===== src/rtl/i2c_ball_rx_slave_if.sv =====
// Bus bundle for the ball-transfer I2C target: pad-side I2C lines plus the
// register/status view presented to the game controller.
interface i2c_ball_rx_slave_if;
  logic       i_scl;
  logic       i_sda;
  logic       o_sda_oe;
  logic [7:0] o_reg0, o_reg1, o_reg2, o_reg3, o_reg4, o_reg5;
  logic       o_pkt_valid;
  logic       o_slave_done;
  logic       i_done_clr;
  logic       o_busy;
  logic       o_pkt_err;

  modport slave (
    input  i_scl, i_sda, i_done_clr,
    output o_sda_oe, o_reg0, o_reg1, o_reg2, o_reg3, o_reg4, o_reg5,
           o_pkt_valid, o_slave_done, o_busy, o_pkt_err
  );

  modport master (
    output i_scl, i_sda, i_done_clr,
    input  o_sda_oe, o_reg0, o_reg1, o_reg2, o_reg3, o_reg4, o_reg5,
           o_pkt_valid, o_slave_done, o_busy, o_pkt_err
  );
endinterface


===== src/rtl/i2c_ball_rx_slave.sv =====
// Write-only I2C target receiving the ball packet into six registers, committed atomically on STOP.
// Optional feature: I2C_SLV_CHECKSUM_EN appends an XOR checksum byte to the packet.

// Per-line input conditioning: 2-FF synchroniser then a run-length glitch filter.
module i2c_ball_rx_filt #(
  parameter int FILT_LEN = 3
) (
  input  logic clk,
  input  logic reset,
  input  logic raw,
  output logic filt
);
  logic [1:0]          sync;
  logic [FILT_LEN-1:0] hist;

  // Reset to the idle-bus level so no START/STOP is seen coming out of reset.
  always_ff @(posedge clk or negedge reset) begin
    if (!reset) begin
      sync <= '1;
      hist <= '1;
      filt <= 1'b1;
    end else begin
      sync <= {sync[0], raw};
      hist <= {hist[FILT_LEN-2:0], sync[1]};
      if (&hist)       filt <= 1'b1;
      else if (~|hist) filt <= 1'b0;
    end
  end
endmodule

module i2c_ball_rx_slave #(
  parameter logic [6:0] SLV_ADDR  = 7'h2A,
  parameter int         NUM_BYTES = 6,
  parameter int         FILT_LEN  = 3
) (
  input logic                 clk,
  input logic                 reset,
  i2c_ball_rx_slave_if.slave  bus
);
  localparam logic [2:0] IDLE     = 3'd0;
  localparam logic [2:0] ADDR     = 3'd1;
  localparam logic [2:0] ADDR_ACK = 3'd2;
  localparam logic [2:0] DATA     = 3'd3;
  localparam logic [2:0] DATA_ACK = 3'd4;
  localparam logic [2:0] IGNORE   = 3'd5;

`ifdef I2C_SLV_CHECKSUM_EN
  localparam int NB = NUM_BYTES + 1;
`else
  localparam int NB = NUM_BYTES;
`endif
  localparam int             IW   = $clog2(NB + 1);
  localparam logic [IW-1:0]  NB_W = IW'(NB);

  logic [1:0] raw_v, filt_v;
  logic       scl_f, sda_f, scl_q, sda_q;
  logic       scl_rise, scl_fall, start_det, stop_det;

  assign raw_v = {bus.i_scl, bus.i_sda};

  i2c_ball_rx_filt #(.FILT_LEN(FILT_LEN)) u_filt [1:0] (
    .clk  (clk),
    .reset(reset),
    .raw  (raw_v),
    .filt (filt_v)
  );

  assign scl_f     = filt_v[1];
  assign sda_f     = filt_v[0];
  assign scl_rise  = scl_f & ~scl_q;
  assign scl_fall  = ~scl_f & scl_q;
  assign start_det = scl_f & scl_q & sda_q & ~sda_f;
  assign stop_det  = scl_f & scl_q & ~sda_q & sda_f;

  logic [2:0]                 state;
  logic [2:0]                 bit_cnt;
  logic [7:0]                 sh;
  logic [7:0]                 byte_in;
  logic [IW-1:0]              idx;
  logic                       ovf, matched, ack, ninth;
  logic [NB-1:0][7:0]         shadow;
  logic [NUM_BYTES-1:0][7:0]  rg;
  logic                       sda_oe, pkt_valid, pkt_err, done, busy;
  logic                       csum_ok, pkt_good, commit;

  assign byte_in = {sh[6:0], sda_f};

`ifdef I2C_SLV_CHECKSUM_EN
  logic [7:0] csum_x;
  always_comb begin
    csum_x = '0;
    for (int i = 0; i < NUM_BYTES; i++) csum_x = csum_x ^ shadow[i];
  end
  assign csum_ok = (csum_x == shadow[NUM_BYTES]);
`else
  assign csum_ok = 1'b1;
`endif

  assign pkt_good = (idx == NB_W) & ~ovf & csum_ok;
  assign commit   = stop_det & matched & pkt_good;

  always_ff @(posedge clk or negedge reset) begin
    if (!reset) begin
      scl_q     <= 1'b1;
      sda_q     <= 1'b1;
      state     <= IDLE;
      bit_cnt   <= '0;
      sh        <= '0;
      idx       <= '0;
      ovf       <= 1'b0;
      matched   <= 1'b0;
      ack       <= 1'b0;
      ninth     <= 1'b0;
      shadow    <= '0;
      rg        <= '0;
      sda_oe    <= 1'b0;
      pkt_valid <= 1'b0;
      pkt_err   <= 1'b0;
      done      <= 1'b0;
      busy      <= 1'b0;
    end else begin
      scl_q     <= scl_f;
      sda_q     <= sda_f;
      pkt_valid <= 1'b0;
      pkt_err   <= 1'b0;
      // A new packet outranks a clear arriving in the same cycle.
      if (commit)              done <= 1'b1;
      else if (bus.i_done_clr) done <= 1'b0;

      if (start_det) begin
        // Repeated START silently drops whatever was collected so far.
        state   <= ADDR;
        busy    <= 1'b1;
        bit_cnt <= '0;
        idx     <= '0;
        ovf     <= 1'b0;
        matched <= 1'b0;
        ninth   <= 1'b0;
        sda_oe  <= 1'b0;
      end else if (stop_det) begin
        state   <= IDLE;
        busy    <= 1'b0;
        bit_cnt <= '0;
        idx     <= '0;
        ovf     <= 1'b0;
        matched <= 1'b0;
        ninth   <= 1'b0;
        sda_oe  <= 1'b0;
        if (matched) begin
          if (pkt_good) begin
            rg        <= shadow[NUM_BYTES-1:0];
            pkt_valid <= 1'b1;
          end else begin
            pkt_err <= 1'b1;
          end
        end
      end else begin
        case (state)
          ADDR: if (scl_rise) begin
            sh      <= byte_in;
            bit_cnt <= bit_cnt + 3'd1;
            if (bit_cnt == 3'd7) begin
              ack     <= (byte_in == {SLV_ADDR, 1'b0});
              matched <= (byte_in == {SLV_ADDR, 1'b0});
              state   <= ADDR_ACK;
            end
          end
          DATA: if (scl_rise) begin
            sh      <= byte_in;
            bit_cnt <= bit_cnt + 3'd1;
            if (bit_cnt == 3'd7) begin
              state <= DATA_ACK;
              if (idx < NB_W) begin
                shadow[idx] <= byte_in;
                idx         <= idx + 1'b1;
                ack         <= 1'b1;
              end else begin
                ovf <= 1'b1;
                ack <= 1'b0;
              end
            end
          end
          // First falling edge ends bit 8 and drives ACK; the next one ends the 9th clock.
          ADDR_ACK, DATA_ACK: if (scl_fall) begin
            if (!ninth) begin
              sda_oe <= ack;
              ninth  <= 1'b1;
            end else begin
              sda_oe <= 1'b0;
              ninth  <= 1'b0;
              state  <= (state == ADDR_ACK && !ack) ? IGNORE : DATA;
            end
          end
          default: ;
        endcase
      end
    end
  end

  assign bus.o_sda_oe     = sda_oe;
  assign bus.o_reg0       = rg[0];
  assign bus.o_reg1       = rg[1];
  assign bus.o_reg2       = rg[2];
  assign bus.o_reg3       = rg[3];
  assign bus.o_reg4       = rg[4];
  assign bus.o_reg5       = rg[5];
  assign bus.o_pkt_valid  = pkt_valid;
  assign bus.o_slave_done = done;
  assign bus.o_busy       = busy;
  assign bus.o_pkt_err    = pkt_err;
endmodule


===== src/flat_wrapper.sv =====
// flat-port wrapper written by rule: the top's interface ports become plain ports
module i2c_ball_rx_slave_flat 
#(
  parameter logic [6:0] SLV_ADDR  = 7'h2A,
  parameter int         NUM_BYTES = 6,
  parameter int         FILT_LEN  = 3
)
  (clk, reset, bus_i_scl, bus_i_sda, bus_i_done_clr, bus_o_sda_oe, bus_o_reg0, bus_o_reg1, bus_o_reg2, bus_o_reg3, bus_o_reg4, bus_o_reg5, bus_o_pkt_valid, bus_o_slave_done, bus_o_busy, bus_o_pkt_err);
  i2c_ball_rx_slave_if bus_i ();
  input logic clk;
  input logic reset;
  input wire logic [$bits(bus_i.i_scl)-1:0] bus_i_scl;
  input wire logic [$bits(bus_i.i_sda)-1:0] bus_i_sda;
  input wire logic [$bits(bus_i.i_done_clr)-1:0] bus_i_done_clr;
  output wire logic [$bits(bus_i.o_sda_oe)-1:0] bus_o_sda_oe;
  output wire logic [$bits(bus_i.o_reg0)-1:0] bus_o_reg0;
  output wire logic [$bits(bus_i.o_reg1)-1:0] bus_o_reg1;
  output wire logic [$bits(bus_i.o_reg2)-1:0] bus_o_reg2;
  output wire logic [$bits(bus_i.o_reg3)-1:0] bus_o_reg3;
  output wire logic [$bits(bus_i.o_reg4)-1:0] bus_o_reg4;
  output wire logic [$bits(bus_i.o_reg5)-1:0] bus_o_reg5;
  output wire logic [$bits(bus_i.o_pkt_valid)-1:0] bus_o_pkt_valid;
  output wire logic [$bits(bus_i.o_slave_done)-1:0] bus_o_slave_done;
  output wire logic [$bits(bus_i.o_busy)-1:0] bus_o_busy;
  output wire logic [$bits(bus_i.o_pkt_err)-1:0] bus_o_pkt_err;
  assign bus_i.i_scl = bus_i_scl;
  assign bus_i.i_sda = bus_i_sda;
  assign bus_i.i_done_clr = bus_i_done_clr;
  assign bus_o_sda_oe = bus_i.o_sda_oe;
  assign bus_o_reg0 = bus_i.o_reg0;
  assign bus_o_reg1 = bus_i.o_reg1;
  assign bus_o_reg2 = bus_i.o_reg2;
  assign bus_o_reg3 = bus_i.o_reg3;
  assign bus_o_reg4 = bus_i.o_reg4;
  assign bus_o_reg5 = bus_i.o_reg5;
  assign bus_o_pkt_valid = bus_i.o_pkt_valid;
  assign bus_o_slave_done = bus_i.o_slave_done;
  assign bus_o_busy = bus_i.o_busy;
  assign bus_o_pkt_err = bus_i.o_pkt_err;
  i2c_ball_rx_slave #(.SLV_ADDR(SLV_ADDR), .NUM_BYTES(NUM_BYTES), .FILT_LEN(FILT_LEN)) u_core (.clk(clk), .reset(reset), .bus(bus_i));
endmodule

===== config.mk =====
export PLATFORM = sky130hd
export DESIGN_NAME = i2c_ball_rx_slave_flat
export DESIGN_NICKNAME = d
export VERILOG_FILES = /design/src/rtl/i2c_ball_rx_slave_if.sv /design/src/rtl/i2c_ball_rx_slave.sv /design/src/flat_wrapper.sv
export SDC_FILE = /design/constraint.sdc
export NUM_CORES = 1
export LEC_CHECK = 0
export ABC_AREA = 1
export CORE_MARGIN = 2
export CORE_UTILIZATION = 40
export CTS_CLUSTER_SIZE = 30
export DETAILED_ROUTE_END_ITERATION = 12
export DONT_BUFFER_PORTS = 1
export GPL_TIMING_DRIVEN = 1
export HOLD_SLACK_MARGIN = 0.03
export PLACE_DENSITY = 0.65
export SLEW_MARGIN = 30
export SYNTH_ARGS = -nofsm -noshare
export SYNTH_HDL_FRONTEND = slang
export SYNTH_SLANG_ARGS = --single-unit

===== constraint.sdc =====
create_clock -name clk -period 1.55 [get_ports clk]
set_clock_uncertainty 0.1 [all_clocks]
set_input_delay 0.155 -clock clk [delete_from_list [all_inputs] [get_ports clk]]
set_output_delay 0.155 -clock clk [all_outputs]
set_load 0.01 [all_outputs]

Word-level counts from Yosys, hierarchy flattened:

Index checks and enable logic that the tools add are counted.

* register bits after elaboration: 135
* output and inout port bits: 53
* bits of input ports: 5
* logic and storage cells: 170

* reduce and logical (&&, ||, !) cells: 31
* mux-type cells: 64
* order comparisons: 3
* equality and inequality tests: 20
* bitwise gates (word level): 17
* add/subtract/negate cells: 2

Operator list (count)
* 3-bit 2-to-1 mux: 19
* 48-bit bitwise mux: 1
* 1-bit 2-to-1 mux: 40
* 8-bit demux with 3-bit select: 1
* 4-bit by 1-bit != test with 1-bit output, second input constant: 6
* 3-bit nonzero test: 8
* 4-bit AND reduction: 4
* 7-bit AND reduction: 2
* 1-bit AND: 10
* 3-bit == test, second input constant: 3
* 3-bit one-hot mux with 3 select lines: 1
* 3-bit AND reduction: 3
* 8-bit by 7-bit == test with 1-bit output, second input constant: 1
* 8-bit 2-to-1 mux: 1
* 2-bit by 1-bit != test with 1-bit output, second input constant: 4
* 1-bit NOT: 7
* 3-bit by 1-bit adder with 3-bit output, second input constant: 2
* 3-bit by 2-bit == test with 1-bit output, second input constant: 2
* 6-bit AND reduction: 1
* 2-bit nonzero test: 3
* 3-bit OR reduction: 2
* 5-bit nonzero test: 1
* 3-bit by 4-bit less-than comparator with 1-bit output, second input constant: 1
* 2-bit != test, second input constant: 2
* 9 further kinds: 12

Depth between registers and ports, before layout:

Gate-level depths: netlist of the first run.

* depth after elaboration: 8
* gate-level depth with buffers: 10
* depth with buffers taken out: 9

Modules after synthesis:

From an unflattened synthesis of the first run, not the netlist that was laid out.

* cells, all modules: 553
* area total of the unflattened synthesis: 5479.0 µm²

Modules (own cells, without submodules)
* i2c_ball_rx_slave: seq. area each 3080.5 µm², cells each 525, area an instance 5101.1 µm², instances 1
* i2c_ball_rx_filt: seq. area each 157.7 µm², cells each 14, area an instance 188.9 µm², instances 2

Least setup slack after synthesis of the first run:

OpenSTA, ideal clock, no wires.

* path type: register -> register
* start point: reg u_core.bit_cnt[0]
* end point: reg u_core.shadow[38] in the netlist's numbering
* slack: -0.143 ns
* setup time: 0.123 ns
* period minus slack after synthesis: 1.693 ns
* buffers on the path: 1
* arrival time: 1.470 ns
* data required time: 1.327 ns
* cell stages (with the launch flop): 11
* cells stage by stage: dfrtp_1 -> ha_1 -> ha_1 -> nand3_1 -> inv_1 -> nand3_4 -> nor2_4 -> nand2_2 -> buf_6 -> nand2_1 -> o21ai_2

* longest elaborated chain between the ends: 2

Ends and longest elaborated chain
* start: declaration: RTL line i2c_ball_rx_slave.sv:76 `logic [2:0] bit_cnt;`
* start signal: assignment: RTL line i2c_ball_rx_slave.sv:161 `bit_cnt <= bit_cnt + 3'd1;`
* start signal: assignment: RTL line i2c_ball_rx_slave.sv:170 `bit_cnt <= bit_cnt + 3'd1;`
* 3-bit == test: RTL line i2c_ball_rx_slave.sv:171 `if (bit_cnt == 3'd7) begin`
* 6-bit AND reduction (no source line)
* end signal: indexed assignment: RTL line i2c_ball_rx_slave.sv:174 `shadow[idx] <= byte_in;`
* end: declaration: RTL line i2c_ball_rx_slave.sv:81 `logic [NB-1:0][7:0] shadow;`

No other way between the ends.
A chain may end at the register's enable or synchronous reset.

Final worst setup path of the first run:

* start point: reg u_core.bit_cnt[1]
* end point: reg u_core.shadow[35] in the netlist's numbering

Same word-level chain as after synthesis.

==> out/results.ini, run 1 <==
[clocking]
htreeDepth = 4
cts_tree = yes
numCtsBuffers = 17
cts.clk_slew.worst_paths_ns = 0.06
worstSkewPairLatency_ns = 0.42
cts.path.max_buffers = 2
cts_root_buf = clkbuf_16
cts-hold-fix-buffers = 3
cts_sinks = 135

[timing]
worst_pin_slew_ns = 0.595
whs_ns = -0.662
final_hold_viol_count = 135
slew_viol_final = 0
fmax_mhz = 573
fin_ws_ns = -0.195
slew_headroom_pct = 60.3
rsz0062_at_grt = yes
setup_viol = 92
period_share_pct = 113
finalCriticalPeriod_ns = 1.74

[global_route]
grt_overflow = 0
grt_pass1_vias = 3824
antenna_found_initial = 0
use_met2_pct = 29.0
grt_pass1_wl_um = 19500
met1_usage_pct = 21.8
busiest_layer = met2
grt_start_max_net_pins = 136
grt.total_usage_pct = 17.7
use_met3_pct = 5.98

[outcome]
status = finished with violations
violations = negative hold slack, negative setup slack

[routing]
routed_wl_um = 12800
drt_first_pass_iters = 5
drc = 0
drt-initial-drc-count = 326
drtAntennaViolNets = 0
wl_per_cell_um = 16.5
vias = 3904
viasPerCell = 5.02

[final_layout]
area_growth_pct = 35.6
final_nets = 603
drive_gt1_share_pct = 41.9
n_fill_cell = 1055
n_antenna_cell = 0

[worst_setup_path]
cp.required_ns = 1.73
cp-start-kind = flip-flop
cp_slowest_cell = dfrtp_1
path_class = flip-flop to flip-flop
crit_buf_inv = 2
cp.arrival_ns = 1.93
cp-end-kind = flip-flop
cp_common_cell = nand3_4
path_cells = ha_2, ha_4, nand3_4, inv_4, nand3_4, nor2_4, buf_12, nand2_8, nand2_1, o21ai_1
max_stage_delay_ns = 0.36
cp_max_fo = 8
crit_family = simple AND/OR/NAND/NOR gates

[floorplan]
start_util_pct = 41.4
die_x_um = 119
placement_rows = 41
fp.dieArea_um2 = 14100
io_pins = 58
die_h_um = 119
coreArea_um2 = 12700

[logic_synthesis]
yosysWarnings = 0
synth_seq_cells = 135
syn-num-nets = 549
yosysTopAreaCellShare_pct = 57.5
syn_area_per_cell_um2 = 9.73
synth_top_area_cell = dfrtp_1
synth_area_leaders = dfrtp_1, nand2_1, dfstp_2
synth_area_um2 = 5260
ys_seq_area_share_pct = 64.5
yosysUniqueCellTypes = 26
synthCells = 541

[power_and_ir_drop]
total_leakage_power_uw = 0.00383
ir_drop_mv = 0.672
p_total_uw = 8710
p_per_area_nw_per_um2 = 1220

[run]
max_cap_viol_count = 0

[worst_hold_path]
min_path_type = input port to async pin

[place]
place.gp.congestion = 0.823
dpl.hpwl_um = 6750
port_buffers = 0
post-place-ws_ns = -0.243

[area by class of cell]
class	count	area [um2]	area share [%]
Sequential cell	135	3400	47.6
Multi-Input combinational cell	362	2280	32.0
Timing Repair Buffer	47	556	7.79
Clock buffer	21	450	6.31
Tap cell	172	215	3.02
Inverter	32	130	1.82
Clock inverter	9	104	1.46
[where the power goes]
group	total [uW]	internal, uW	switching (uW)
Clock	3800	2380	1430
Combinational	1080	403	680
Sequential	3820	3710	109
[flip-flops by register name, summed over array words and instances, names as in the netlist, 7 cells and up]
signal and flops:
u_core.shadow 48, u_core.bus.o_reg0 8, u_core.bus.o_reg1 8, u_core.bus.o_reg2 8
u_core.bus.o_reg3 8, u_core.bus.o_reg4 8, u_core.bus.o_reg5 8, u_core.sh 7
[placed cells by master (no fill, tap or decap), types with 4 or more instances in the layout]
cell and n:
dfrtp_1 119, nand2_1 113, nand2_2 82, nand2_4 44, o21ai_1 34, inv_1 25
buf_4 25, clkbuf_16 20, o21ai_2 14, dfstp_2 14, o21ai_0 13, nor2_1 12
nand4_1 8, buf_6 8, nand3_1 7, a21oi_1 6, nor2_2 5, nor2_4 5
inv_2 4, nand2_8 4, clkinv_2 4
[per-stage QoR]
step           util, %  cells  setup TNS, ns  area [um2]
3_5_place_dp      43.7    720          -9.74        5560
2_1_floorplan        -    541          -2.35        5280
5_1_grt           56.1    778         -16.84        7130
4_1_cts           51.0    767          -9.88        6490
3_3_place_gp      43.7    720          -5.91        5560
6_report          56.1    778          -8.78        7130
[synthesized netlist by cell type]
| cell type | n |
|---|---|
| nand2_1 | 228 |
| dfrtp_1 | 121 |
| o21ai_1 | 40 |
| inv_1 | 29 |
| nor2_1 | 17 |
| dfstp_2 | 14 |
| o21ai_0 | 13 |
| nand2_2 | 10 |
| buf_6 | 9 |
| nand3_1 | 9 |
| nand4_1 | 8 |
| o21ai_2 | 8 |
| a21oi_1 | 6 |
| buf_2 | 5 |
| clkbuf_1 | 3 |
| ha_1 | 3 |
| inv_2 | 3 |
| nor2_4 | 3 |
| nor3_1 | 3 |
| a22o_1 | 2 |
| nor2_2 | 2 |
| nand3_2 | 1 |
| nand3_4 | 1 |
| o21bai_1 | 1 |
| o22ai_1 | 1 |
| xnor2_1 | 1 |
[path summary, 6_finish.rpt]
check | depth (start not counted) | from | slack, ns | end
worst max-delay path | 10 | u_core.bit_cnt[1]$_DFFE_PN0P_ | -0.19 | u_core.shadow[35]$_DFFE_PN0P_
worst min-delay path | 0 | reset | -0.66 | u_core.bus.o_reg1[0]$_DFFE_PN0P_
worst max register to register | 10 | u_core.bit_cnt[1]$_DFFE_PN0P_ | -0.19 | u_core.shadow[35]$_DFFE_PN0P_
worst min register to register | 0 | u_core.u_filt[1].sync[0]$_DFF_PN1_ | 0.25 | u_core.u_filt[1].sync[1]$_DFF_PN1_
max in group asynchronous | 0 | reset | 1.77 | u_core.u_filt[0].hist[1]$_DFF_PN1_
min in group clk | 1 | bus_i_sda | 0.19 | u_core.u_filt[0].sync[0]$_DFF_PN1_
[cell families after synthesis]
kind of cell,synth area share [%]
AO/OA/AOI/OAI,7.54
XOR/XNOR,0.166
adder cells (fa/ha/maj),0.713
buffers and inverters,4.90
flip-flops,64.5
AND/OR/NAND/NOR,22.2
[timing repair]
| item | in CTS | in global routing |
|---|---|---|
| pin swaps | 15 | 36 |
| buffers inserted | 8 | 9 |
| setup endpoints to repair | 100 | 113 |
| cloned | 7 | 6 |
| hold endpoints to repair | 138 | 135 |
| resized for setup | 38 | 166 |
[layer usage]
metal  wire length (um)  vias to the layer above
li1                   -                     1833
met3                656                       16
met5                  0                        -
met2               6760                       92
met1               5250                     1963
met4                171                        0
Power figures use the tool's default switching activity.
==> inputs of run 2 (changes only) <==
--- a/config.mk
+++ b/config.mk
@@ -13,3 +13,3 @@
 export DONT_BUFFER_PORTS = 1
-export GPL_TIMING_DRIVEN = 1
+export GPL_TIMING_DRIVEN = 0
 export HOLD_SLACK_MARGIN = 0.03
==> constraint.sdc (replaced) <==
create_clock -name clk -period 1.55 [get_ports clk]
set_clock_uncertainty 0.1 [all_clocks]
set_input_delay 0.0775 -clock clk [delete_from_list [all_inputs] [get_ports clk]]
set_output_delay 0.0775 -clock clk [all_outputs]
set_load 0.01 [all_outputs]
==> out/results.ini, run 2 (synthesis gave the netlist of run 1 again) <==
[power_and_ir_drop]
net-switching-power_uw = 2360  ; was 2210 uW
p_int_uw = 6480  ; was 6490 uW
power_frac_seq_pct = 43.5  ; was 43.9%
p_comb_share_pct = 12.0  ; was 12.4%
ir_drop_mv = 0.688  ; was 0.672 mV
clkPwrFrac_pct = 44.6  ; was 43.7%
switching_share_pct = 26.7  ; was 25.4%
total_leakage_power_uw = 0.00342  ; was 0.00383 uW
p_total_uw = 8830  ; was 8710 uW
p_per_area_nw_per_um2 = 1290  ; was 1220 nW/um2

[worst_setup_path]
cp_max_fo = 6  ; was 8
cp.arrival_ns = 2.01  ; was 1.93 ns
r2r_start = u_core.bit_cnt[0]$_DFFE_PN0P_  ; was u_core.bit_cnt[1]$_DFFE_PN0P_
cp-start-kind = flip-flop  ; unchanged
cp.required_ns = 1.73  ; about the same
cp_common_cell = nand3_4  ; unchanged
ff2ff_path_depth = 10  ; unchanged
cp_slowest_cell = dfrtp_1  ; unchanged
path_cells = ha_2, ha_4, nand3_4, inv_4, nand3_4, nor2_4, nand2_4, buf_6, nand2_1, o21ai_1  ; was ha_2, ha_4, nand3_4, inv_4, nand3_4, nor2_4, buf_12, nand2_8, nand2_1, o21ai_1
cp-end-kind = flip-flop  ; unchanged
path_class = flip-flop to flip-flop  ; unchanged
rr_endpoint = u_core.shadow[43]$_DFFE_PN0P_  ; was u_core.shadow[35]$_DFFE_PN0P_
r2r_slack_ns = -0.28  ; was -0.19 ns
max_stage_delay_ns = 0.36  ; about the same

[routing]
drc = 0  ; unchanged
drt-initial-drc-count = 361  ; was 326
wl_per_cell_um = 16.1  ; was 16.5 um
viasPerCell = 4.96  ; was 5.02
vias = 3906  ; was 3,904
drt_first_pass_iters = 5  ; unchanged
drtAntennaViolNets = 0  ; unchanged
routed_wl_um = 12700  ; was 12,800 um

[timing]
slew_headroom_pct = 67.6  ; was 60.3%
period_share_pct = 118  ; was 113%
fmax_mhz = 547  ; was 573 MHz
final_hold_viol_count = 135  ; unchanged
fin_ws_ns = -0.277  ; was -0.195 ns
finalCriticalPeriod_ns = 1.83  ; was 1.74 ns
tns_ns = -13.55  ; was -8.78 ns
rsz0062_at_grt = yes  ; unchanged
worst_pin_slew_ns = 0.485  ; was 0.595 ns
whs_ns = -0.746  ; was -0.662 ns
setup_viol = 94  ; was 92
slew_viol_final = 0  ; unchanged

[floorplan]
coreArea_um2 = 12700  ; unchanged
die_h_um = 119  ; unchanged
die_x_um = 119  ; unchanged
io_pins = 58  ; unchanged
start_util_pct = 41.4  ; unchanged
fp.dieArea_um2 = 14100  ; unchanged
placement_rows = 41  ; unchanged

[clocking]
cts_tree = yes  ; unchanged
htreeDepth = 4  ; unchanged
cts_root_buf = clkbuf_16  ; unchanged
worstSkewPairLatency_ns = 0.42  ; about the same
cts_sinks = 135  ; unchanged
cts-hold-fix-buffers = 3  ; unchanged
numCtsBuffers = 17  ; unchanged
cts.clk_slew.worst_paths_ns = 0.06  ; about the same
cts.path.max_buffers = 2  ; unchanged

[final_layout]
register_area_um2 = 3400  ; about the same
area_growth_pct = 30.1  ; was 35.6%
most-common-layout-cells = nand2_1, dfrtp_1, o21ai_1, buf_4, inv_1  ; was dfrtp_1, nand2_1, nand2_2, nand2_4, o21ai_1
final_nets = 610  ; was 603
drive_gt1_share_pct = 29.4  ; was 41.9%
n_antenna_cell = 0  ; unchanged
largest_register = u_core.shadow  ; unchanged
n_fill_cell = 1112  ; was 1,055
multiInputGateArea_um2 = 1870  ; was 2280 um2
final_area_um2 = 6850  ; was 7130 um2
largest_register_ffs = 48  ; unchanged
final_common_cell = nand2_1  ; was dfrtp_1

[place]
placedInstanceArea_um2 = 5500  ; was 5560 um2
port_buffers = 0  ; unchanged
place.gp.congestion = 0.796  ; was 0.823
dpl.hpwl_um = 7140  ; was 6750 um
post-place-ws_ns = -0.332  ; was -0.243 ns

[global_route]
grt_pass1_vias = 3870  ; was 3,824
grt_start_max_net_pins = 136  ; unchanged
grt.total_usage_pct = 18.1  ; was 17.7%
antenna_found_initial = 0  ; unchanged
grt_overflow = 0  ; unchanged
grt_pass1_wl_um = 19600  ; was 19,500 um

[worst_hold_path]
min_path_type = input port to async pin  ; unchanged

[outcome]
status = finished with violations  ; unchanged
violations = negative hold slack, negative setup slack  ; unchanged

[run]
max_cap_viol_count = 0  ; unchanged

run 2: cell type report:
class | count | area share (%)
well taps | 172 | 3.14
inverters | 32 | 2.05
multi-input cells | 357 | 27.3
plain buffers | 15 | 2.39
clock inverters | 12 | 1.86
flip-flops and latches | 135 | 49.6
repair buffers | 44 | 7.01
clock buffers | 20 | 6.67
run 2: worst max path at each step:
stage | start | to | slack, ns | cells past startpoint
floorplan | u_core.bit_cnt[0]$_DFFE_PN0P_ | u_core.shadow[22]$_DFFE_PN0P_ | -0.11 | 10
global placement | u_core.u_filt[0].filt$_DFFE_PN1P_ | u_core.bus.o_reg0[1]$_DFFE_PN0P_ | -0.28 | 10
detailed placement | u_core.u_filt[0].filt$_DFFE_PN1P_ | u_core.bus.o_reg0[0]$_DFFE_PN0P_ | -0.33 | 10
CTS | u_core.bit_cnt[0]$_DFFE_PN0P_ | u_core.shadow[7]$_DFFE_PN0P_ | -0.22 | 10
global route | u_core.bit_cnt[0]$_DFFE_PN0P_ | u_core.shadow[43]$_DFFE_PN0P_ | -0.38 | 10
finish | u_core.bit_cnt[0]$_DFFE_PN0P_ | u_core.shadow[43]$_DFFE_PN0P_ | -0.28 | 10
run 2: timing repair:
action / 4_1_cts / 5_1_grt
resized for setup: 50 / 59
pin swaps: 8 / 5
buffers inserted: 22 / 11
gates cloned: 4 / 4
hold endpoints to repair: 138 / 135
setup endpoints to repair: 118 / 116
run 2: stage by stage:
stage | util [%] | std cells
after floorplan | - | 541
after global placement | 43.2 | 713
after detailed placement | 43.2 | 713
after CTS | 51.2 | 774
after global routing | 53.8 | 787
final | 53.8 | 787
run 2: metal layers:
layer  vias up  share of wire (%)  global-route usage [%]
met5         -                  0                       0
met4         0                1.4                    7.29
met3        18                5.8                    6.85
met2       114                 52                    29.4
met1      1938                 41                    21.6
li1       1836                  -                       -
run 2: power groups by stage:
stage          sequential, uW  clock, uW  combinational [uW]
2_1_floorplan            3860          0                 565
3_3_place_gp             3880          0                 740
3_5_place_dp             3890          0                 788
4_1_cts                  3830       3990                 927
5_1_grt                  3860       4180                1160
6_report                 3840       3940                1060
run 2: worst max-delay path: cells and delay by family, from the launching register on:
family                   cells  cell delay [ns]
flip-flops                   1             0.36
buffers and inverters        2             0.22
AO/OA/AOI/OAI                1             0.07
adder cells (fa/ha/maj)      2             0.34
AND/OR/NAND/NOR              5             0.58
==> inputs of run 3 (changes only) <==
- SETUP_SLACK_MARGIN: unset -> 0.2
==> out/results.ini, run 3 (synthesis gave the netlist of run 1 again) <==
[clocking]
cts-hold-fix-buffers = 3  ; unchanged
cts_tree = yes  ; unchanged
numCtsBuffers = 17  ; unchanged
cts.path.max_buffers = 2  ; unchanged
cts.clk_slew.worst_paths_ns = 0.06  ; about the same
htreeDepth = 4  ; unchanged
cts_root_buf = clkbuf_16  ; unchanged
cts_sinks = 135  ; unchanged
worstSkewPairLatency_ns = 0.42  ; about the same

[worst_setup_path]
r2r_slack_ns = -0.27  ; was -0.28 ns
path_class = flip-flop to flip-flop  ; unchanged
cp-start-kind = flip-flop  ; unchanged
cp.required_ns = 1.73  ; about the same
cp_max_fo = 6  ; unchanged
cp.arrival_ns = 2.01  ; about the same
ff2ff_path_depth = 11  ; was 10
cp-end-kind = flip-flop  ; unchanged

[global_route]
grt_overflow = 0  ; unchanged
antenna_found_initial = 0  ; unchanged
grt_pass1_wl_um = 20200  ; was 19,600 um
grt_start_max_net_pins = 136  ; unchanged
grt_pass1_vias = 4010  ; was 3,870
grt.total_usage_pct = 18.4  ; was 18.1%

[final_layout]
final_nets = 621  ; was 610
final_core_util_pct = 56.3  ; was 53.8%
n_antenna_cell = 0  ; unchanged
largest_register_ffs = 48  ; unchanged
most-common-layout-cells = nand2_1, dfrtp_1, o21ai_1, nand2_4, o21ai_2  ; was nand2_1, dfrtp_1, o21ai_1, buf_4, inv_1
final_area_um2 = 7170  ; was 6850 um2
drive_gt1_share_pct = 34.5  ; was 29.4%
largest_register = u_core.shadow  ; unchanged
final_common_cell = nand2_1  ; unchanged
area_growth_pct = 36.2  ; was 30.1%

[timing]
rsz0062_at_grt = yes  ; unchanged
slew_viol_final = 0  ; unchanged
fmax_mhz = 549  ; was 547 MHz
period_share_pct = 118  ; about the same
final_hold_viol_count = 135  ; unchanged
finalCriticalPeriod_ns = 1.82  ; was 1.83 ns
whs_ns = -0.746  ; about the same
slew_headroom_pct = 60.9  ; was 67.6%
fin_ws_ns = -0.272  ; was -0.277 ns
setup_viol = 84  ; was 94
worst_pin_slew_ns = 0.584  ; was 0.485 ns

[power_and_ir_drop]
p_per_area_nw_per_um2 = 1220  ; was 1290 nW/um2
clkPwrFrac_pct = 44.2  ; was 44.6%
p_total_uw = 8760  ; was 8830 uW
total_leakage_power_uw = 0.00355  ; was 0.00342 uW
power_frac_seq_pct = 43.7  ; was 43.5%
ir_drop_mv = 0.813  ; was 0.688 mV
switching_share_pct = 26.4  ; was 26.7%
p_comb_share_pct = 12.0  ; about the same
net-switching-power_uw = 2310  ; was 2360 uW
p_int_uw = 6450  ; was 6480 uW

[worst_hold_path]
min_path_type = input port to async pin  ; unchanged

[routing]
vias = 3918  ; was 3,906
drc = 0  ; unchanged
drtAntennaViolNets = 0  ; unchanged
routed_wl_um = 12400  ; was 12,700 um
drt-initial-drc-count = 403  ; was 361
wl_per_cell_um = 15.6  ; was 16.1 um
drt_first_pass_iters = 5  ; unchanged
viasPerCell = 4.92  ; was 4.96

[outcome]
violations = negative hold slack, negative setup slack  ; unchanged
status = finished with violations  ; unchanged

[run]
max_cap_viol_count = 0  ; unchanged

[floorplan]
start_util_pct = 41.4  ; unchanged
coreArea_um2 = 12700  ; unchanged
die_x_um = 119  ; unchanged
fp.dieArea_um2 = 14100  ; unchanged
die_h_um = 119  ; unchanged
io_pins = 58  ; unchanged
placement_rows = 41  ; unchanged

[place]
port_buffers = 0  ; unchanged
dpl.hpwl_um = 6920  ; was 7140 um
post-place-ws_ns = -0.336  ; was -0.332 ns
placedInstanceArea_um2 = 5580  ; was 5500 um2
place.gp.congestion = 0.812  ; was 0.796

[run 3: cell count changes in the layout (fill, tap and decap cells not counted), sizes merged]
cell / before / now
buf: 52 / 61
bufbuf: 1 / 2
clkbuf: 23 / 22
clkinv: 6 / 4
clkinvlp: 4 / 5
inv: 32 / 33
[run 3: routing by layer]
metal / global-route usage (%) / up-vias / share of wire, %
met2: 30.1 / 108 / 52
met5: 0 / - / 0
met3: 6.13 / 24 / 6.1
li1: - / 1867 / -
met4: 7.07 / 0 / 1.7
met1: 22.6 / 1919 / 41
[run 3: repair_timing]
| action | CTS | global route |
|---|---|---|
| setup buffers | 30 | 10 |
| gates cloned | 8 | 2 |
| pin swaps | 8 | 5 |
| endpoints found under the setup margin | 119 | 119 |
| gates resized for setup | 83 | 54 |
| hold endpoints to repair | 138 | 135 |
[run 3: worst max-delay path, stage by stage (launching register included)]
cell     delay [ns]
dfrtp_1        0.35
ha_2           0.19
ha_4           0.14
nand3_4        0.08
inv_4          0.07
nand3_4        0.09
nor2_4         0.17
buf_12         0.14
nand2_8        0.06
buf_12         0.17
nand2_2        0.05
o21ai_1        0.06
[run 3: final timing paths]
path | startpoint | to
min in group clk | bus_i_scl | u_core.u_filt[1].sync[0]$_DFF_PN1_
max | u_core.bit_cnt[0]$_DFFE_PN0P_ | u_core.shadow[2]$_DFFE_PN0P_
min | reset | u_core.shadow[5]$_DFFE_PN0P_
min reg2reg | u_core.u_filt[0].sync[1]$_DFF_PN1_ | u_core.u_filt[0].hist[0]$_DFF_PN1_
max in group asynchronous | reset | u_core.u_filt[1].sync[0]$_DFF_PN1_
max reg2reg | u_core.bit_cnt[0]$_DFFE_PN0P_ | u_core.shadow[2]$_DFFE_PN0P_
[run 3: per-stage QoR]
stage,std cells,TNS (ns)
global placement,713,-15.28
global route,796,-20.71
finish,796,-12.51
floorplan,541,-2.35
CTS,784,-10.39
detailed placement,713,-18.96
[run 3: final cells by class]
cell class / instances / area [um2]
plain buffers: 17 / 226
clock buffers: 18 / 439
clock inverters: 12 / 130
fillers: 1056 / 5560
inverters: 32 / 135
multi-input cells: 357 / 2020
flip-flops and latches: 135 / 3400
well taps: 172 / 215
repair buffers: 53 / 606
[run 3: power groups by stage]
| stage | sequential, uW | clock [uW] | combinational (uW) |
|---|---|---|---|
| after floorplan | 3860 | 0 | 625 |
| after global placement | 3880 | 0 | 799 |
| after detailed placement | 3890 | 0 | 833 |
| after CTS | 3830 | 3940 | 977 |
| after global routing | 3850 | 4120 | 1160 |
| final | 3830 | 3870 | 1060 |
